[src/rtl/calc_mon_pkg.sv]
// Shared definitions for the calculator-family fairness monitor.
//   resp_e  : DUV response codes carried on each 2-bit response lane
//   CMD_NOP : command value meaning "no request"
//   clog2   : elaboration-time ceiling log2 used to size counters and pointers
package calc_mon_pkg;

  typedef enum logic [1:0] {
    RESP_NONE = 2'b00,
    RESP_OK   = 2'b01,
    RESP_OVF  = 2'b10,
    RESP_INV  = 2'b11
  } resp_e;

  localparam int unsigned CMD_NOP = 0;

  function automatic int unsigned clog2(input int unsigned value);
    int unsigned result;
    result = 0;
    while ((32'd1 << result) < value) result++;
    return result;
  endfunction

endpackage

[src/rtl/calc_mon_port_fifo.sv]
// Per-port FIFO of request ages for calc_fair_monitor.
// Ports:
//   c_clk, reset    : clock, synchronous active-high reset
//   push_i          : append a new entry at age 0 (applied after any pop)
//   pop_i           : remove the head entry
//   age_en_i        : advance every stored age by one, saturating at TIMEOUT
//   head_age_o      : age of the oldest entry (meaningless when empty)
//   empty_o, full_o : registered occupancy flags
//   timeout_evt_o   : some surviving entry reaches TIMEOUT at the coming edge
module calc_mon_port_fifo
  import calc_mon_pkg::*;
#(
  parameter int unsigned DEPTH   = 4,
  parameter int unsigned TIMEOUT = 64,
  parameter int unsigned AGEW    = clog2(TIMEOUT + 1)
) (
  input  logic            c_clk,
  input  logic            reset,
  input  logic            push_i,
  input  logic            pop_i,
  input  logic            age_en_i,
  output logic [AGEW-1:0] head_age_o,
  output logic            empty_o,
  output logic            full_o,
  output logic            timeout_evt_o
);

  localparam int unsigned PTRW = clog2(DEPTH);
  localparam int unsigned CNTW = clog2(DEPTH + 1);

  logic [PTRW-1:0] head_q, head_d, tail_q, tail_d;
  logic [CNTW-1:0] cnt_q, cnt_d;
  logic [AGEW-1:0] age_q [DEPTH];
  logic [AGEW-1:0] age_d [DEPTH];
  logic [PTRW-1:0] rel [DEPTH];
  logic [DEPTH-1:0] valid;

  assign head_age_o = age_q[head_q];
  assign empty_o    = (cnt_q == '0);
  assign full_o     = (cnt_q == CNTW'(DEPTH));

  always_comb begin
    timeout_evt_o = 1'b0;
    for (int unsigned i = 0; i < DEPTH; i++) begin
      // Slot is live when its distance from head is below the occupancy.
      rel[i]   = PTRW'(i) - head_q;
      valid[i] = CNTW'(rel[i]) < cnt_q;
      age_d[i] = age_q[i];
      if (valid[i] && age_en_i && (age_q[i] != AGEW'(TIMEOUT))) begin
        age_d[i] = age_q[i] + AGEW'(1);
      end
      // An entry popped this cycle never reaches TIMEOUT.
      if (valid[i] && age_en_i && (age_q[i] == AGEW'(TIMEOUT - 1)) &&
          !(pop_i && (PTRW'(i) == head_q))) begin
        timeout_evt_o = 1'b1;
      end
    end
    // Written last so a push into the slot just popped (full FIFO) starts at 0.
    if (push_i) age_d[tail_q] = '0;
    head_d = head_q + PTRW'(pop_i);
    tail_d = tail_q + PTRW'(push_i);
    cnt_d  = cnt_q + CNTW'(push_i) - CNTW'(pop_i);
  end

  always_ff @(posedge c_clk) begin
    if (reset) begin
      head_q <= '0;
      tail_q <= '0;
      cnt_q  <= '0;
      for (int unsigned i = 0; i < DEPTH; i++) age_q[i] <= '0;
    end else begin
      head_q <= head_d;
      tail_q <= tail_d;
      cnt_q  <= cnt_d;
      age_q  <= age_d;
    end
  end

endmodule

[src/rtl/calc_fair_monitor.sv]
// Protocol and fairness monitor for the N-port calculator family.
// Ports:
//   c_clk, reset, enable : clock, synchronous active-high reset, sample enable
//   req_cmd_in           : per-port command lanes, nonzero = new request
//   out_resp             : per-port 2-bit DUV response lanes, nonzero = response
//   err_spurious/overflow/timeout/starve : sticky per-port error flags
//   viol_count           : saturating count of cycles with any new error event
//   all_idle             : no port holds an outstanding request
module calc_fair_monitor
  import calc_mon_pkg::*;
#(
  parameter int unsigned NPORTS     = 4,
  parameter int unsigned CMDW       = 4,
  parameter int unsigned DEPTH      = 4,
  parameter int unsigned TIMEOUT    = 64,
  parameter int unsigned MAX_BYPASS = 3,
  parameter int unsigned AGEW       = clog2(TIMEOUT + 1)
) (
  input  logic                   c_clk,
  input  logic                   reset,
  input  logic                   enable,
  input  logic [NPORTS*CMDW-1:0] req_cmd_in,
  input  logic [NPORTS*2-1:0]    out_resp,
  output logic [NPORTS-1:0]      err_spurious,
  output logic [NPORTS-1:0]      err_overflow,
  output logic [NPORTS-1:0]      err_timeout,
  output logic [NPORTS-1:0]      err_starve,
  output logic [15:0]            viol_count,
  output logic                   all_idle
);

  localparam int unsigned BPW    = clog2(MAX_BYPASS + 2);
  localparam int unsigned BP_SAT = (32'd1 << BPW) - 1;

  logic [NPORTS-1:0] req_v, resp_v, push, pop, empty, full;
  logic [NPORTS-1:0] spur_evt, ovf_evt, tmo_evt, starve_evt;
  logic [AGEW-1:0]   head_age [NPORTS];
  logic [BPW-1:0]    bp_q [NPORTS];
  logic [BPW-1:0]    bp_d [NPORTS];
  logic [NPORTS-1:0] spur_q, spur_d, ovf_q, ovf_d, tmo_q, tmo_d, starve_q, starve_d;
  logic [15:0]       viol_q, viol_d;

  for (genvar p = 0; p < NPORTS; p++) begin : g_port
    calc_mon_port_fifo #(
      .DEPTH  (DEPTH),
      .TIMEOUT(TIMEOUT),
      .AGEW   (AGEW)
    ) u_fifo (
      .c_clk        (c_clk),
      .reset        (reset),
      .push_i       (push[p]),
      .pop_i        (pop[p]),
      .age_en_i     (enable),
      .head_age_o   (head_age[p]),
      .empty_o      (empty[p]),
      .full_o       (full[p]),
      .timeout_evt_o(tmo_evt[p])
    );
  end

  // Pop first, then push: a full FIFO popping this cycle can still accept.
  always_comb begin
    for (int unsigned p = 0; p < NPORTS; p++) begin
      req_v[p]    = req_cmd_in[p*CMDW +: CMDW] != CMDW'(CMD_NOP);
      resp_v[p]   = out_resp[p*2 +: 2] != RESP_NONE;
      pop[p]      = enable && resp_v[p] && !empty[p];
      push[p]     = enable && req_v[p] && (!full[p] || pop[p]);
      spur_evt[p] = enable && resp_v[p] && empty[p];
      ovf_evt[p]  = enable && req_v[p] && full[p] && !pop[p];
    end
  end

  // A bypass is a strictly younger head on another port completing while this
  // port's head waits; each such completion in a cycle counts separately.
  always_comb begin
    int unsigned inc;
    int unsigned sum;
    inc = 0;
    sum = 0;
    for (int unsigned q = 0; q < NPORTS; q++) begin
      bp_d[q]       = bp_q[q];
      starve_evt[q] = 1'b0;
      if (enable) begin
        if (pop[q] || empty[q]) begin
          bp_d[q] = '0;
        end else begin
          inc = 0;
          for (int unsigned p = 0; p < NPORTS; p++) begin
            if ((p != q) && pop[p] && (head_age[p] < head_age[q])) inc++;
          end
          sum           = 32'(bp_q[q]) + inc;
          bp_d[q]       = (sum > BP_SAT) ? BPW'(BP_SAT) : BPW'(sum);
          starve_evt[q] = (inc != 0) && (sum > MAX_BYPASS);
        end
      end
    end
  end

  always_comb begin
    spur_d   = spur_q | spur_evt;
    ovf_d    = ovf_q | ovf_evt;
    tmo_d    = tmo_q | tmo_evt;
    starve_d = starve_q | starve_evt;
    viol_d   = viol_q;
    if ((|{spur_evt, ovf_evt, tmo_evt, starve_evt}) && (viol_q != 16'hFFFF)) begin
      viol_d = viol_q + 16'd1;
    end
  end

  always_ff @(posedge c_clk) begin
    if (reset) begin
      spur_q   <= '0;
      ovf_q    <= '0;
      tmo_q    <= '0;
      starve_q <= '0;
      viol_q   <= '0;
      for (int unsigned q = 0; q < NPORTS; q++) bp_q[q] <= '0;
    end else begin
      spur_q   <= spur_d;
      ovf_q    <= ovf_d;
      tmo_q    <= tmo_d;
      starve_q <= starve_d;
      viol_q   <= viol_d;
      bp_q     <= bp_d;
    end
  end

  assign err_spurious = spur_q;
  assign err_overflow = ovf_q;
  assign err_timeout  = tmo_q;
  assign err_starve   = starve_q;
  assign viol_count   = viol_q;
  assign all_idle     = &empty;

endmodule

[config.mk]
export PLATFORM = sky130hd
export DESIGN_NAME = calc_fair_monitor
export DESIGN_NICKNAME = d
export VERILOG_FILES = /design/src/rtl/calc_mon_pkg.sv /design/src/rtl/calc_mon_port_fifo.sv /design/src/rtl/calc_fair_monitor.sv
export SDC_FILE = /design/constraint.sdc
export NUM_CORES = 1
export LEC_CHECK = 0
export BUFFER_PORTS_ARGS = -buffer_cell sky130_fd_sc_hd__buf_2
export CAP_MARGIN = 5
export CORE_UTILIZATION = 30
export DETAILED_ROUTE_END_ITERATION = 12
export PLACE_DENSITY = 0.47
export REMOVE_ABC_BUFFERS = 1
export SLEW_MARGIN = 25
export SYNTH_ARGS = -nofsm -noshare
export SYNTH_HDL_FRONTEND = slang
export SYNTH_SLANG_ARGS = --single-unit
[constraint.sdc]
create_clock -name c_clk -period 8.5 [get_ports c_clk]
set_clock_uncertainty 0.15 [all_clocks]
set_input_delay 0.425 -clock c_clk [delete_from_list [all_inputs] [get_ports c_clk]]
set_output_delay 0.425 -clock c_clk [all_outputs]
set_load 0.02 [all_outputs]
Yosys cells after proc, flatten, opt, wreduce, memory -nomap -nowiden
Cells that the tools add are included.

operators by class
  $add $sub $neg = 61
  order comparisons = 48
  equal/unequal tests = 49
  multiplexer cells = 108
  bitwise gates (word level) = 20
  reduce and logical (&&, ||, !) cells = 187

operators by type and width
  cell                   count
  $mux 32                32
  $add 32x1->32 const B  8
  $mux 7                 28
  $logic_and 1x1->1      129
  $add 3x32->32          4
  $gt 32x2->1 const B    4
  $gt 32x3->1 const B    4
  $reduce_bool 32->1     4
  $add 7x1->7 const B    16
  $and 28x28->28         4
  $eq 7x6->1 const B     16
  $mux 28                4
  $ne 7x7->1 const B     16
  $not 28->28            4
  $lt 7x7->1             12
  $bmux 7 s2             4
  $demux 7 s2            4
  $lt 2x3->1             16
  $logic_not 1->1        28
  $mux 1                 28
  $ge 3x3->1 const B     8
  $mux 3                 8
  $not 2->3              8
  $add 16x1->16 const B  1
  other kinds (18)       83

storage, ports and cells
  flip-flop bits (word level) = 184
  output and inout bits = 33

Longest topological paths before layout
  depth in word-level cells = 24
  gate-level depth with buffers = 25
  mapped depth without buffers = 23

Hierarchy
A second synthesis with hierarchy kept.

unflattened totals
  cell total of the unflattened synthesis = 1,412
  area, all modules = 12,617.1 µm²

modules (own cells, without submodules)
  module                                     instances  cells an instance  area an instance (µm²)
  calc_mon_port_fifo (g_port[0].u_fifo ...)  2          229                2,189.6
  calc_fair_monitor                          1          469                3,797.4
  calc_mon_port_fifo (g_port[3].u_fifo)      1          257                2,316.0
  calc_mon_port_fifo (g_port[2].u_fifo)      1          228                2,124.5

Worst setup path before layout
Ideal clock, no wire load.

  path kind = reg2reg
  start point = register g_port[2].u_fifo.head_q[1]
  end point = register viol_q[3], in the netlist viol_count[3]
  library setup time = 0.121 ns
  arrival = 5.182 ns
  required time = 8.229 ns
  setup slack = 3.046 ns
  stages on the path, launching flop included = 26
  buffers on the path = 2
  cells stage by stage = dfxtp_1 > clkbuf_1 > mux4_2 > inv_1 > ha_1 > nor2b_1 > o21a_1 > o21a_1 > o21a_1 > o21a_1 > o21ai_0 > nand2b_1 > o211a_1 > ha_1 > xnor2_1 > ha_1 > fa_1 > xor2_1 > nor3b_1 > a211oi_1 > nand3b_1 > nand4b_2 > nor4b_4 > buf_6 > nor3_1 > mux2_4

on the way
  longest elaborated chain between the ends = 24
  elaborated cells between the ends (all ways) = 106
  those cells by class = 12 x add/sub; 14 x order compare; 3 x eq/ne; 39 x mux; 1 x bitwise; 37 x reduce/logical

RTL lines
  item                                       line                      source
  start: declaration                         calc_mon_port_fifo.sv:31  logic [PTRW-1:0] head_q, head_d, tail_q, tail_d;
  start signal: assignment                   calc_mon_port_fifo.sv:67  head_q <= '0;
  start signal: assignment                   calc_mon_port_fifo.sv:72  head_q <= head_d;
  $not 2->3 (implied by the code)            calc_mon_port_fifo.sv:38  assign head_age_o = age_q[head_q];
  $bmux 7 s2                                 calc_mon_port_fifo.sv:38
  $mux 7 (implied by the code) (2 in a row)  calc_mon_port_fifo.sv:38
  $lt 7x7->1                                 calc_fair_monitor.sv:89   if ((p != q) && pop[p] && (head_age[p] < head_age[q])) inc++;
  $logic_and 1x1->1                          calc_fair_monitor.sv:89
  $mux 1                                     calc_fair_monitor.sv:89
  $mux 32                                    calc_fair_monitor.sv:84   if (pop[q] || empty[q]) begin
  $mux 32                                    calc_fair_monitor.sv:83   if (enable) begin
  (+7 left out)                              --
  $mux 32                                    calc_fair_monitor.sv:83
  $add 3x32->32                              calc_fair_monitor.sv:91   sum = 32'(bp_q[q]) + inc;
  $gt 32x2->1                                calc_fair_monitor.sv:93   starve_evt[q] = (inc != 0) && (sum > MAX_BYPASS);
  $logic_and 1x1->1                          calc_fair_monitor.sv:93
  $mux 1                                     calc_fair_monitor.sv:84
  $mux 1                                     calc_fair_monitor.sv:83
  $reduce_or 16->1 (*)                       calc_fair_monitor.sv:105  if ((|{spur_evt, ovf_evt, tmo_evt, starve_evt}) && (viol_q != 16'hFFFF)) begin
  $logic_and 1x1->1 (*)                      calc_fair_monitor.sv:105
  end signal: assignment                     calc_fair_monitor.sv:123  viol_q <= viol_d;
  end: declaration                           calc_fair_monitor.sv:41   logic [15:0] viol_q, viol_d;

Mark *: on every way between the ends. The rest lies on a longest branch, timed or not. The select of a mux whose other input is x is not followed.
A chain may end at the register's enable or synchronous reset.

Worst setup path in the final report
  start point = register g_port[1].u_fifo.head_q[0]
  end point = register viol_q[4], in the netlist viol_count[4]

on the way
  longest elaborated chain between the ends = 24
  elaborated cells between the ends (all ways) = 114
  those cells by class = 14 x add/sub; 14 x order compare; 3 x eq/ne; 45 x mux; 1 x bitwise; 37 x reduce/logical

RTL lines
  item                                       line
  start: declaration                         calc_mon_port_fifo.sv:31
  start signal: assignment                   calc_mon_port_fifo.sv:67
  start signal: assignment                   calc_mon_port_fifo.sv:72
  $not 2->3 (implied by the code)            calc_mon_port_fifo.sv:38
  $bmux 7 s2                                 calc_mon_port_fifo.sv:38
  $mux 7 (implied by the code) (2 in a row)  calc_mon_port_fifo.sv:38
  $lt 7x7->1                                 calc_fair_monitor.sv:89
  $logic_and 1x1->1                          calc_fair_monitor.sv:89
  $mux 1                                     calc_fair_monitor.sv:89
  $mux 32                                    calc_fair_monitor.sv:84
  $mux 32                                    calc_fair_monitor.sv:83
  (+7 left out)                              --
  $mux 32                                    calc_fair_monitor.sv:83
  $add 3x32->32                              calc_fair_monitor.sv:91
  $gt 32x2->1                                calc_fair_monitor.sv:93
  $logic_and 1x1->1                          calc_fair_monitor.sv:93
  $mux 1                                     calc_fair_monitor.sv:84
  $mux 1                                     calc_fair_monitor.sv:83
  $reduce_or 16->1 (*)                       calc_fair_monitor.sv:105
  $logic_and 1x1->1 (*)                      calc_fair_monitor.sv:105

Marks and branches as above.

==> flow_metrics.py <==
metrics = {
    "global_routing": {
        "grt_max_degree": 63,
        "grt_usage": 0.161,
        "antenna_found_initial": 0,
        "grt_pass1_wl_mm": 52.6,
        "gr-total-overflow": 0,
        "grt_pass1_vias": 9431,
    },
    "worst_setup_path": {
        "cp.required_ns": 8.69,
        "critPathBufInv": 1,
        "r2r_setup_slack_ns": 2.50,
        "startpoint_type": "flip-flop",
        "critPathMaxFanout": 23,
        "critPathTopFamily": "adder cells",
        "crit_chain": "mux4_2 > ha_1 > nor2b_1 > o21a_1 > o21a_1 > o21a_1 > o21a_1 > o21ai_0 > nand2b_1 > o211a_1 > ha_1 > xnor2_1 > ha_1 > fa_1 > xor2_1 > nor3b_1 > a211oi_1 > nand3b_1 > nand4b_2 > nor4b_4 > buf_4 > nor4b_1 > mux2_1",
        "path_class": "reg2reg",
        "slowest_delay_ns": 0.74,
        "crit_top_cell": "o21a_1",
        "crit_path_top_delay_cell": "dfxtp_1",
        "critPathArrivalTime_ns": 6.19,
        "end_kind": "flip-flop",
    },
    "floorplan": {
        "core_sq_um": 40100,
        "rows": 73,
        "die_h_um": 205,
        "start_util": 0.307,
        "dieArea_sq_um": 41800,
        "die_x_um": 205,
        "num_io_pins": 60,
    },
    "power": {
        "switching_share": 0.384,
        "powerDensity_nw_per_um2": 217,
        "p_leak_uw": 0.00534,
        "clkPwrFrac": 0.262,
        "p_int_uw": 1830,
        "power_frac_seq": 0.380,
        "switchingPower_uw": 1140,
        "ir_worst_vdd_v": 0.000150,
        "p_comb_frac": 0.358,
    },
    "clocking": {
        "hold_buffers": 0,
        "cts_buffer_depth": 2,
        "cts_root_buf": "clkbuf_16",
        "clkSinkCount": 184,
        "clock_latency_ns": 0.45,
        "cts.repair.resized": 0,
        "clk_pin_slew_ns": 0.08,
        "post-cts-setup-buffers": 0,
        "cts_tree": "yes",
        "cts_buffers": 17,
        "cts_max_level": 4,
    },
    "yosys": {
        "synthArstFlopShare": 0,
        "synth_seq_cells": 184,
        "synth-edff-count": 0,
        "synth_area_sq_um": 12300,
        "yosys_warnings": 0,
        "yosysUniqueCellTypes": 84,
        "synth_flop_cell": "dfxtp_1",
        "yosysSeqAreaShare": 0.299,
        "syn_inst": 1368,
        "avgSynthCellArea_sq_um": 9.00,
    },
    "sta": {
        "drv_slew": 0,
        "hold_violations": 0,
        "setup_viol": 0,
        "rsz0062_at_grt": "no",
        "worst_slew_pin_slew_ns": 0.990,
        "relSlewSlack": 0.334,
        "fmax_ghz": 0.167,
        "setup_tns_ns": 0,
        "fin_hold_ws_ns": 0.168,
        "period_share": 0.706,
        "post-route-min-period_ns": 6.00,
    },
    "routing": {
        "drt-initial-drc-count": 556,
        "viasPerCell": 4.94,
        "ant_nets": 0,
        "routed_wl_mm": 32.5,
        "routedWlPerCell_um": 16.6,
        "drc_errors": 0,
        "vias": 9650,
        "dr.pass1.iters": 5,
    },
    "placement": {
        "io_buffer_count": 59,
        "hpwl_mm": 24.8,
        "gp_congestion": 0.831,
    },
    "cells_and_area": {
        "area_delta_synth_final_pct": 11.1,
        "drive_gt1_frac": 0.117,
        "fill_cells": 4125,
        "num_antenna_cells": 0,
        "fin_nets": 1594,
    },
    "worst_hold_path": {
        "hp-class": "in2reg",
    },
    "status": {
        "outcome": "finished clean",
    },
    "job": {
        "cap_violations": 0,
    },
}
power groups by stage:
stage	clock network (uW)	registers [uW]	logic, uW
4_1_cts	808	1130	1070
2_1_floorplan	0	1110	801
6_report	780	1130	1060
3_5_place_dp	0	1150	1060
5_1_grt	839	1150	1220
3_3_place_gp	0	1150	1050
Yosys cell counts, types with 19 or more instances:
master,instances,area (sq um)
dfxtp_1,184,3680
nor2b_1,42,263
nand4_1,47,294
mux4_2,28,631
and3_1,19,119
xnor2_1,63,552
a21oi_1,53,265
o21ai_0,30,150
nand2_1,69,259
nor2_1,194,728
nand3_1,28,140
ha_1,143,1790
inv_1,122,458
xor2_1,55,482
logic make-up (layout without fill, tap and decap cells):
group | count (synthesis) | count (layout) | share of synthesized area
multiplexers | 54 | 54 | 0.0754
flip-flops | 184 | 184 | 0.299
buffers and inverters | 159 | 219 | 0.0524
AO/OA/AOI/OAI | 200 | 200 | 0.115
XOR/XNOR | 118 | 118 | 0.0840
AND/OR/NAND/NOR | 502 | 502 | 0.215
adder cells (fa/ha/maj) | 151 | 151 | 0.158
path summary, 6_finish.rpt:
path | endpoint | startpoint | cells past startpoint
worst max-delay path | viol_count[4] | g_port[1].u_fifo.head_q[0] | 23
worst min-delay path | g_port[1].u_fifo.cnt_q[1] | reset | 2
worst max register to register | viol_count[4] | g_port[1].u_fifo.head_q[0] | 23
worst min register to register | err_overflow[1] | err_overflow[1] | 2
worst register-to-register path, cell delays in order, from the launching register on:
cell	delay, ns
dfxtp_1	0.74
mux4_2	0.65
ha_1	0.32
nor2b_1	0.13
o21a_1	0.16
o21a_1	0.16
o21a_1	0.16
o21a_1	0.16
o21ai_0	0.14
nand2b_1	0.12
o211a_1	0.15
ha_1	0.33
xnor2_1	0.16
ha_1	0.21
fa_1	0.38
xor2_1	0.20
nor3b_1	0.07
a211oi_1	0.22
nand3b_1	0.14
nand4b_2	0.14
nor4b_4	0.06
buf_4	0.21
nor4b_1	0.37
mux2_1	0.35
stage by stage:
stage          std cells  utilization  setup slack (ns)  area [sq um]  total power [uW]
6_report            1953        0.341              2.50         13700              2970
5_1_grt             1953        0.341              2.08         13700              3210
4_1_cts             1953        0.341              2.47         13700              3010
3_5_place_dp        1922        0.327              2.49         13100              2220
3_3_place_gp        1922        0.327              2.58         13100              2200
2_1_floorplan       1335            -              2.71         12100              1910
cell type report:
class / instances / area [sq um] / share of cell area
Multi-Input combinational cell: 1025 / 8000 / 0.585
Sequential cell: 184 / 3680 / 0.269
Tap cell: 525 / 657 / 0.0480
Inverter: 126 / 473 / 0.0346
Clock buffer: 20 / 447 / 0.0327
Timing Repair Buffer: 62 / 320 / 0.0234
Clock inverter: 11 / 98.8 / 0.00723
sequential cells by signal (all words and copies together), names as in the netlist:
register and flops:
g_port.u_fifo.head_q 8, g_port.u_fifo.cnt_q 12, g_port.u_fifo.tail_q 8, bp_q 12, err_starve 4, err_timeout 4, err_spurious 4, err_overflow 4
g_port.u_fifo.age_q 112, viol_count 16
routing by layer:
| layer | up-vias | track usage | share of wire | routed length (um) |
|---|---|---|---|---|
| li1 | 4878 | - | - | - |
| met1 | 4606 | 0.213 | 0.48 | 15600 |
| met2 | 132 | 0.270 | 0.47 | 15400 |
| met3 | 34 | 0.0243 | 0.028 | 916 |
| met4 | 0 | 0.0464 | 0.016 | 510 |
| met5 | - | 0 | 0 | 0 |
cells in the final DEF, fill, tap and decap left out, types with 19 or more instances in the layout:
cell type / Yosys / routed
xor2_1: 55 / 55
nand2_1: 69 / 69
and3_1: 19 / 19
nand3_1: 28 / 28
ha_1: 143 / 143
buf_2: 6 / 58
nor2_1: 194 / 194
inv_1: 122 / 122
dfxtp_1: 184 / 184
mux4_2: 28 / 28
xnor2_1: 63 / 63
nand4_1: 47 / 47
o21ai_0: 30 / 30
a21oi_1: 53 / 53
nor2b_1: 42 / 42
Note: power is estimated with default switching activity, not from simulation.
